<file path="config.mk">
export PLATFORM = sky130hd
export DESIGN_NAME = serial_add_sub
export DESIGN_NICKNAME = d
export VERILOG_FILES = /design/src/rtl/serial_add_sub.sv
export SDC_FILE = /design/constraint.sdc
export NUM_CORES = 1
export LEC_CHECK = 0
export ABC_AREA = 1
export ABC_CLOCK_PERIOD_IN_PS = 3140
export BUFFER_PORTS_ARGS = -buffer_cell sky130_fd_sc_hd__buf_2
export CAP_MARGIN = 5
export CORE_ASPECT_RATIO = 0.7
export CORE_MARGIN = 10
export CORE_UTILIZATION = 35
export CTS_CLUSTER_SIZE = 12
export DETAILED_ROUTE_END_ITERATION = 7
export MAX_ROUTING_LAYER = met4
export PLACE_DENSITY_LB_ADDON = 0.08
export SYNTH_ARGS = -nofsm -noshare
export SYNTH_HDL_FRONTEND = slang
export SYNTH_SLANG_ARGS = --single-unit
</file>
<file path="constraint.sdc">
create_clock -name clk -period 3.14 [get_ports clk]
set_clock_uncertainty 0.2 [all_clocks]
set_input_delay 0.314 -clock clk [delete_from_list [all_inputs] [get_ports clk]]
set_output_delay 0.314 -clock clk [all_outputs]
set_load 0.05 [all_outputs]
</file>
<file path="src/rtl/serial_add_sub.sv">
// Bit-serial WIDTH-bit adder/subtractor: one sum/carry cell reused over WIDTH cycles.
// Optional signed-overflow output is built when SERIAL_OVF_EN is defined.
module serial_add_sub #(
  parameter int WIDTH = 4
) (
  input  logic             clk,
  input  logic             rst_n,
  input  logic             start,
  input  logic [WIDTH-1:0] A,
  input  logic [WIDTH-1:0] B,
  input  logic             Sub,
  output logic             busy,
  output logic             done,
  output logic [WIDTH-1:0] Sum,
`ifdef SERIAL_OVF_EN
  output logic             Overflow,
`endif
  output logic             Cout
);

  localparam int CW = $clog2(WIDTH);

  typedef enum logic [1:0] {
    ST_IDLE  = 2'd0,
    ST_SHIFT = 2'd1,
    ST_DONE  = 2'd2
  } state_t;

  state_t           state_r;
  state_t           state_nxt_s;
  logic [WIDTH-1:0] a_r;
  logic [WIDTH-1:0] b_r;
  logic [WIDTH-1:0] part_r;
  logic [WIDTH-1:0] sum_r;
  logic [CW-1:0]    cnt_r;
  logic             c_r;
  logic             cout_r;
  logic             s_s;
  logic             c_nxt_s;
  logic             last_s;
`ifdef SERIAL_OVF_EN
  logic             ovf_r;
`endif

  // Shared full-adder cell on the current LSBs
  assign s_s     = a_r[0] ^ b_r[0] ^ c_r;
  assign c_nxt_s = (a_r[0] & b_r[0]) | (c_r & (a_r[0] ^ b_r[0]));
  assign last_s  = (cnt_r == CW'(WIDTH - 1));

  // State register
  always_ff @(posedge clk or negedge rst_n) begin
    if (!rst_n) begin
      state_r <= ST_IDLE;
    end else begin
      state_r <= state_nxt_s;
    end
  end

  // Next-state decode
  always_comb begin
    state_nxt_s = state_r;
    case (state_r)
      ST_IDLE: begin
        if (start) begin
          state_nxt_s = ST_SHIFT;
        end else begin
          state_nxt_s = ST_IDLE;
        end
      end
      ST_SHIFT: begin
        if (last_s) begin
          state_nxt_s = ST_DONE;
        end else begin
          state_nxt_s = ST_SHIFT;
        end
      end
      ST_DONE: state_nxt_s = ST_IDLE;
      default: state_nxt_s = ST_IDLE;
    endcase
  end

  // Operand load, serial shift and result capture on the final bit
  always_ff @(posedge clk or negedge rst_n) begin
    if (!rst_n) begin
      a_r    <= {WIDTH{1'b0}};
      b_r    <= {WIDTH{1'b0}};
      part_r <= {WIDTH{1'b0}};
      sum_r  <= {WIDTH{1'b0}};
      cnt_r  <= {CW{1'b0}};
      c_r    <= 1'b0;
      cout_r <= 1'b0;
`ifdef SERIAL_OVF_EN
      ovf_r  <= 1'b0;
`endif
    end else begin
      case (state_r)
        ST_IDLE: begin
          if (start) begin
            a_r   <= A;
            b_r   <= Sub ? ~B : B;
            c_r   <= Sub;
            cnt_r <= {CW{1'b0}};
          end
        end
        ST_SHIFT: begin
          a_r    <= {1'b0, a_r[WIDTH-1:1]};
          b_r    <= {1'b0, b_r[WIDTH-1:1]};
          part_r <= {s_s, part_r[WIDTH-1:1]};
          c_r    <= c_nxt_s;
          cnt_r  <= cnt_r + CW'(1);
          if (last_s) begin
            sum_r  <= {s_s, part_r[WIDTH-1:1]};
            cout_r <= c_nxt_s;
`ifdef SERIAL_OVF_EN
            // c_r here is the carry into the MSB
            ovf_r  <= c_r ^ c_nxt_s;
`endif
          end
        end
        default: begin
        end
      endcase
    end
  end

  assign busy = (state_r != ST_IDLE);
  assign done = (state_r == ST_DONE);
  assign Sum  = sum_r;
  assign Cout = cout_r;
`ifdef SERIAL_OVF_EN
  assign Overflow = ovf_r;
`endif

endmodule
</file>
After elaboration in Yosys (flattened, before gate mapping)
Index checks and enable logic that the tools add are counted.
Cells by class
  $add $sub $neg: 1
  $mul: 0
  div/mod/pow operators: 0
  order comparisons: 0
  equal/unequal tests: 4
  shifts and indexed selects: 0
  muxes and demuxes: 12
  bitwise logic cells: 6
  reductions and logical operators: 5
Operators by type and width (number)
  case mux 4 bit (2 select lines): 2
  two-way mux 4 bit: 3
  case mux 2 bit (2 select lines): 2
  == test 2 bit, second input constant: 2
  two-way mux 2 bit: 2
  inverter 4 bit: 1
  AND reduction 2 bit: 2
  nonzero test 2 bit: 2
  adder 2 x 1 -> 2 bit, second input constant: 1
  AND 1 bit: 2
  == test 2 x 1 -> 1 bit, second input constant: 1
  zero test 2 bit: 1
  two-way mux 1 bit: 2
  inequality test 2 bit, second input constant: 1
  case mux 1 bit (2 select lines): 1
  bitwise XOR 1 bit: 2
  bitwise OR 1 bit: 1
Word-level totals
  register bits: 22
  latch bits: 0
  RAM bits: 0
  ROM bits: 0
  input bits: 12
  output and inout port bits: 7
  memories kept: 0

Longest topological paths before layout
Gate-level depths: netlist of the first run.
  depth in word-level cells: 4
  gate-level depth with buffers: 7

Least setup slack after synthesis of the first run
OpenSTA, ideal clock, no wires.
  path kind: register to output
  from: register state_r[0]
  to: output port done
  arrival time: 1150 ps
  data required time: 2626 ps
  path slack: 1476 ps
  cell stages (with the launch flop): 3
  path buffers: 1
  cells stage by stage: dfrtp_1 -> buf_6 -> nor2_1
On the way
  cells in the longest elaborated chain, start to end: 1
Ends and longest elaborated chain
  from (decl): RTL line 29  | state_t state_r;
  from (signal assigned): RTL line 55  | state_r <= state_nxt_s;
  == test 2 bit: RTL line 127  | assign done = (state_r == ST_DONE);
  to (decl): RTL line 13  | output logic done,
No other way between the ends.

Worst setup path after layout of the first run
  from: register state_r[0]
  to: output port busy
On the way
  cells in the longest elaborated chain, start to end: 1
Ends and longest elaborated chain
  nonzero test 2 bit: RTL line 126  | assign busy = (state_r != ST_IDLE);
  to (decl): RTL line 12  | output logic busy,
No other way between the ends.

==> results of run 1 <==
[cell usage after synthesis]
cell	count	share of area, %
nand2_1	61	23
dfrtp_1	21	52
inv_1	9	3.4
nand3_1	7	3.5
o21ai_0	4	2.0
o21ai_1	3	1.5
buf_6	2	2.2
inv_2	2	0.75
nand2_4	2	2.2
nor2_4	2	2.2
buf_4	1	0.75
clkinv_2	1	0.50
fa_1	1	2.0
ha_1	1	1.2
nor2_1	1	0.37
o21ai_2	1	0.87
o22ai_1	1	0.62
xor2_1	1	0.87
[power breakdown]
group	switching (mW)	leakage (nW)	internal [mW]
Combinational	0.375	0.369	0.156
Sequential	0.0786	0.268	0.386
Clock	0.0864	0.0228	0.0905
Total	0.540	0.659	0.632
[sequential cells by signal (all words and copies together) (netlist names)]
name     cells
part_r       3
Cout         1
c_r          1
b_r          4
Sum          4
a_r          4
cnt_r        2
state_r      2
[per-stage QoR]
stage          total power, mW  cell area, µm²  setup slack [ps]  util [%]
2_1_floorplan            0.914            1010              1480         -
4_1_cts                   1.20            1170              1270      41.9
3_5_place_dp              1.01            1110              1540      39.9
6_report                  1.17            1170              1290      41.9
3_3_place_gp              1.01            1110              1590      39.9
5_1_grt                   1.28            1170              1180      41.9
[cells by family (layout without fill, tap and decap cells)]
| group | after synthesis | after routing | share of synthesized area, % |
|---|---|---|---|
| simple gates | 73 | 73 | 31.1 |
| flops | 21 | 21 | 52.2 |
| buf+inv | 15 | 35 | 7.59 |
| compound gates | 9 | 9 | 4.98 |
| fa+ha+maj | 2 | 2 | 3.23 |
| xor+xnor | 1 | 1 | 0.871 |
[final timing paths]
path | startpoint | endpoint | slack [ps] | depth (start not counted)
worst max-delay path | state_r[0] | busy | 1290 | 3
worst min-delay path | A[3] | a_r[3] | 40 | 3
worst max register to register | state_r[0] | a_r[2] | 1540 | 4
worst min register to register | Cout | Cout | 280 | 2
max in group asynchronous | rst_n | Cout | 2080 | 2
min in group asynchronous | rst_n | Sum[3] | 340 | 2
[tightest hold or removal path: cells and delay by family]
kind	cells	cell delay (ps)
AND/OR/NAND/NOR	2	80
buffers and inverters	1	70
[area by class of cell]
class / instances / area (µm²) / area share [%]
inverter: 12 / 46.3 / 3.97
clock buffer: 4 / 45.0 / 3.86
multi-input combinational: 85 / 404 / 34.7
tap: 36 / 45.0 / 3.86
timing repair buffer: 19 / 100 / 8.58
sequential: 21 / 526 / 45.1
[metal layers]
metal  vias up  share of wire [%]  wire length (µm)  global-route usage [%]
met5         -                  0                 0                       -
met4         0                1.6                32                    3.13
met3         5                3.3                67                    3.37
met2        12                 41               827                    10.9
met1       344                 54              1090                    10.5
li1        412                  -                 -                       -
[what timing repair did]
action / CTS / global route
setup endpoints to repair: 0 / 0
hold buffers: 1 / 0
hold endpoints to repair: 21 / 0
==> results.py, run 1 <==
metrics = {
    "outcome": {
        "status": "complete, no violations",
    },
    "layout": {
        "final_cell_mix": "nand2_1, dfrtp_1, buf_2",
        "areaGrowthSynthToFinish_pct": 15.9,
        "final_cells": 177,
        "finalNetCount": 156,
        "final.fill_count": 304,
        "final_common_cell": "nand2_1",
        "antenna_cells": 0,
        "layout-drive-gt1-share_pct": 20.6,
    },
    "global_routing": {
        "grt_pass1_wl_mm": 3.51,
        "grt_pass1_vias": 748,
        "grt-ovfl-total": 0,
        "grtUsageTotal_pct": 8.14,
        "grt_max_degree": 22,
        "grt_antenna_before_repair": 0,
    },
    "worst_setup_path": {
        "crit_path_max_fanout": 8,
        "cp_slowest_cell": "dfrtp_1",
        "worstPathBufferInverterCount": 2,
        "arrival_ps": 1340,
        "cp_top_family": "flip-flops",
        "crit_type": "reg2out",
        "critPathRequiredTime_ps": 2630,
        "cpPeakStageDelay_ps": 540,
        "critical_path.startpoint_type": "flop",
        "cp_cell_sequence": "inv_2 -> nand2_1 -> buf_2",
        "worst_setup_path_end_kind": "output port",
    },
    "timing": {
        "final-hold-violation-count": 0,
        "period_share_pct": 59.1,
        "setup_viol": 0,
        "tns_ps": 0,
        "max_freq_mhz": 539,
        "worstMarginPinSlew_ps": 490,
        "relSlewSlack_pct": 67.3,
        "slew_viol_final": 0,
        "rsz0062_at_grt": "no",
        "whs_ps": 44.9,
        "fin_crit_ps": 1850,
    },
    "place": {
        "hpwl_mm": 1.53,
        "io_buffers": 18,
        "dp_cells": 172,
        "place.gp.congestion": 0.719,
    },
    "clocking": {
        "cts_buffer_depth": 2,
        "clk_latency_ps": 260,
        "cts-root-buf": "clkbuf_8",
        "cts_tree": "built",
        "path_clk_slew_ps": 70,
        "cts_made_buffers": 3,
        "h-tree-depth": 1,
        "clock_sinks": 21,
        "ctsResizeCount": 0,
        "cts_setup_buffers": 0,
    },
    "pwr": {
        "ir_drop_uv": 329,
        "p_leak_nw": 0.659,
        "power_density_nw_per_um2": 1000,
    },
    "synth": {
        "ys_ff_latch": 21,
        "yosysWarnings": 0,
        "seq_area_frac_synth_pct": 52.2,
        "synthCells": 121,
        "syn-num-nets": 135,
        "ys_types": 18,
        "syn_area_per_cell_um2": 8.31,
        "syn_area_um2": 1010,
    },
    "floorplanning": {
        "die_h_um": 64.9,
        "die_w_um": 84.1,
        "initial_utilization_pct": 36.2,
        "ios": 19,
        "coreArea_um2": 2780,
        "dieArea_um2": 5450,
        "rows": 16,
    },
    "routing": {
        "via_per_inst": 4.37,
        "drtPass1Iterations": 4,
        "vias": 773,
        "first_iter_violations": 33,
        "post_drt_wl_per_cell_um": 11.4,
        "drc": 0,
        "wirelength_mm": 2.02,
        "ant_nets": 0,
    },
    "hold_path": {
        "worstHoldPathType": "in2reg",
    },
    "run": {
        "maxCapViolations": 0,
    },
}
No activity file was read; power rests on OpenSTA's default activity.
==> run 2, diff against run 1 <==
ABC_AREA = 0   (was 1)
ABC_CLOCK_PERIOD_IN_PS = 1770   (was 3140)
clock period = 1.77 ns   (was 3.14 ns; I/O delays follow)
==> results.py, run 2 <==
metrics = {
    "floorplanning": {
        "die_w_um": 83.7,
        "initial_utilization_pct": 36.0,
        "coreArea_um2": 2760,
        "dieArea_um2": 5410,
        "rows": 16,
        "ios": 19,
        "die_h_um": 64.6,
    },
    "outcome": {
        "status": "complete, no violations",
    },
    "clocking": {
        "clk_latency_ps": 250,
        "cts_setup_buffers": 0,
        "clock_sinks": 21,
        "cts_buffer_depth": 2,
        "cts_made_buffers": 3,
        "h-tree-depth": 1,
        "cts_tree": "built",
        "path_clk_slew_ps": 70,
        "cts-root-buf": "clkbuf_8",
    },
    "synth": {
        "yosys.cell_count.top_type": "dfrtp_1",
        "synthCells": 80,
        "syn_area_per_cell_um2": 12.4,
        "ys_types": 25,
        "syn_area_um2": 995,
        "synthFlopType": "dfrtp_1",
        "yosysWarnings": 0,
        "synthArstFlopShare_pct": 100,
        "syn-num-nets": 94,
        "ys_ff_latch": 21,
        "yosys-top-cells-area": "dfrtp_1, a22oi_1, mux2_4, mux2_2, xor2_1",
        "synth_common_cells": "dfrtp_1, a22oi_1, nand2_1",
        "synth-edff-count": 0,
        "synth_top_cell_area_share_pct": 52.8,
        "seq_area_frac_synth_pct": 52.8,
        "yosysTopAreaCell": "dfrtp_1",
    },
    "worst_setup_path": {
        "crit_path_max_fanout": 7,
        "cp_top_family": "flip-flops",
        "critPathRequiredTime_ps": 1390,
        "worst_setup_path_end_kind": "output port",
        "cp_slowest_cell": "dfrtp_1",
        "ff2ff_setup_slack_ps": 230,
        "crit_type": "reg2out",
        "worstPathBufferInverterCount": 2,
        "cp-endpoint": "busy",
        "critical_path.startpoint_type": "flop",
        "path_depth": 3,
        "reg2reg_depth": 2,
        "setup.worst_path.start": "state_r[0]",
        "cpPeakStageDelay_ps": 400,
        "cp_cell_sequence": "buf_4 -> or2_2 -> buf_2",
        "arrival_ps": 1320,
        "reg2reg_from": "a_r[0]",
        "r2r-end": "part_r[3]",
    },
    "routing": {
        "first_iter_violations": 24,
        "vias": 655,
        "wl_met1_um": 986,
        "drc": 0,
        "met2_length_um": 872,
        "wl_met3_um": 76,
        "ant_nets": 0,
        "post_drt_wl_per_cell_um": 14.0,
        "drtPass1Iterations": 3,
        "wirelength_mm": 1.94,
        "top_layer": "met4",
        "via_per_inst": 4.71,
    },
    "timing": {
        "period_share_pct": 95.6,
        "whs_ps": 13.6,
        "setup_viol": 0,
        "worstMarginPinSlew_ps": 468,
        "tns_ps": 0,
        "fin_crit_ps": 1690,
        "max_freq_mhz": 591,
        "final-hold-violation-count": 0,
        "rsz0062_at_grt": "no",
        "relSlewSlack_pct": 68.8,
        "slew_viol_final": 0,
    },
    "layout": {
        "multi_input_area_um2": 433,
        "final_common_cell": "dfrtp_1",
        "antenna_cells": 0,
        "areaGrowthSynthToFinish_pct": 19.6,
        "final_cell_mix": "dfrtp_1, buf_2, a22oi_1",
        "finalNetCount": 118,
        "final.fill_count": 277,
        "utilization_pct": 43.1,
        "seq_area_um2": 527,
        "layout-drive-gt1-share_pct": 35.9,
    },
    "global_routing": {
        "grt_max_degree": 22,
        "grt_pass1_wl_mm": 3.39,
        "grtUsageTotal_pct": 7.77,
        "grt_antenna_before_repair": 0,
        "grt-ovfl-total": 0,
        "grt_pass1_vias": 722,
    },
    "place": {
        "hpwl_mm": 1.46,
        "io_buffers": 18,
        "place.gp.congestion": 0.708,
    },
    "run": {
        "maxCapViolations": 0,
    },
    "pwr": {
        "ir_drop_uv": 1040,
        "power_mw": 2.21,
        "power_density_nw_per_um2": 1860,
        "p_leak_nw": 0.598,
    },
    "hold_path": {
        "worstHoldPathType": "in2reg",
    },
}
run 2: worst min-delay path by stage:
stage / slack [ps] / to / cells after the start / startpoint
6_report: 10 / b_r[3] / 4 / B[3]
5_1_grt: 20 / b_r[3] / 4 / B[3]
2_1_floorplan: -320 / Cout / 0 / rst_n
4_1_cts: 10 / a_r[0] / 3 / A[0]
3_3_place_gp: -30 / b_r[1] / 1 / rst_n
3_5_place_dp: -40 / b_r[1] / 1 / rst_n
run 2: kinds of logic after synthesis:
group,synth area share [%]
fa+ha+maj,3.27
simple gates,10.4
buf+inv,3.65
compound gates,14.2
xor+xnor,3.52
mux,12.1
flops,52.8
run 2: routing by layer:
metal  global-route usage [%]  vias to the layer above
met3                     3.12                        2
met5                        -                        -
li1                         -                      328
met1                     9.57                      312
met2                     11.4                       13
met4                     2.50                        0
run 2: worst min-delay path, cell delays in order:
cell	delay (ps)
buf_2	90
xor2_1	50
nand3_1	80
nand2_1	40
run 2: what timing repair did:
item                                    4_1_cts  5_1_grt
gates resized for setup                       0        1
hold endpoints to repair                     22        0
hold buffers                                  2        0
endpoints found under the setup margin        0        1
run 2: cell type report:
| cell class | instances | area share (%) |
|---|---|---|
| multi-input cells | 53 | 36.4 |
| inverters | 2 | 0.631 |
| clock buffers | 4 | 3.79 |
| well taps | 36 | 3.79 |
| flip-flops and latches | 21 | 44.3 |
| repair buffers | 23 | 11.1 |
run 2: power breakdown:
group	switching (mW)	leakage, nW	total, mW	internal [mW]
Sequential	0.160	0.265	0.854	0.695
Clock	0.143	0.0228	0.303	0.160
Combinational	0.591	0.310	1.05	0.461
Total	0.894	0.598	2.21	1.32
run 2: metrics by stage:
| stage | instances | cell area, µm² | setup slack [ps] |
|---|---|---|---|
| 3_5_place_dp | 133 | 1120 | 237 |
| 2_1_floorplan | 80 | 995 | 69.7 |
| 3_3_place_gp | 133 | 1120 | 206 |
| 6_report | 139 | 1190 | 78.0 |
| 5_1_grt | 139 | 1190 | 22.7 |
| 4_1_cts | 139 | 1190 | 27.1 |
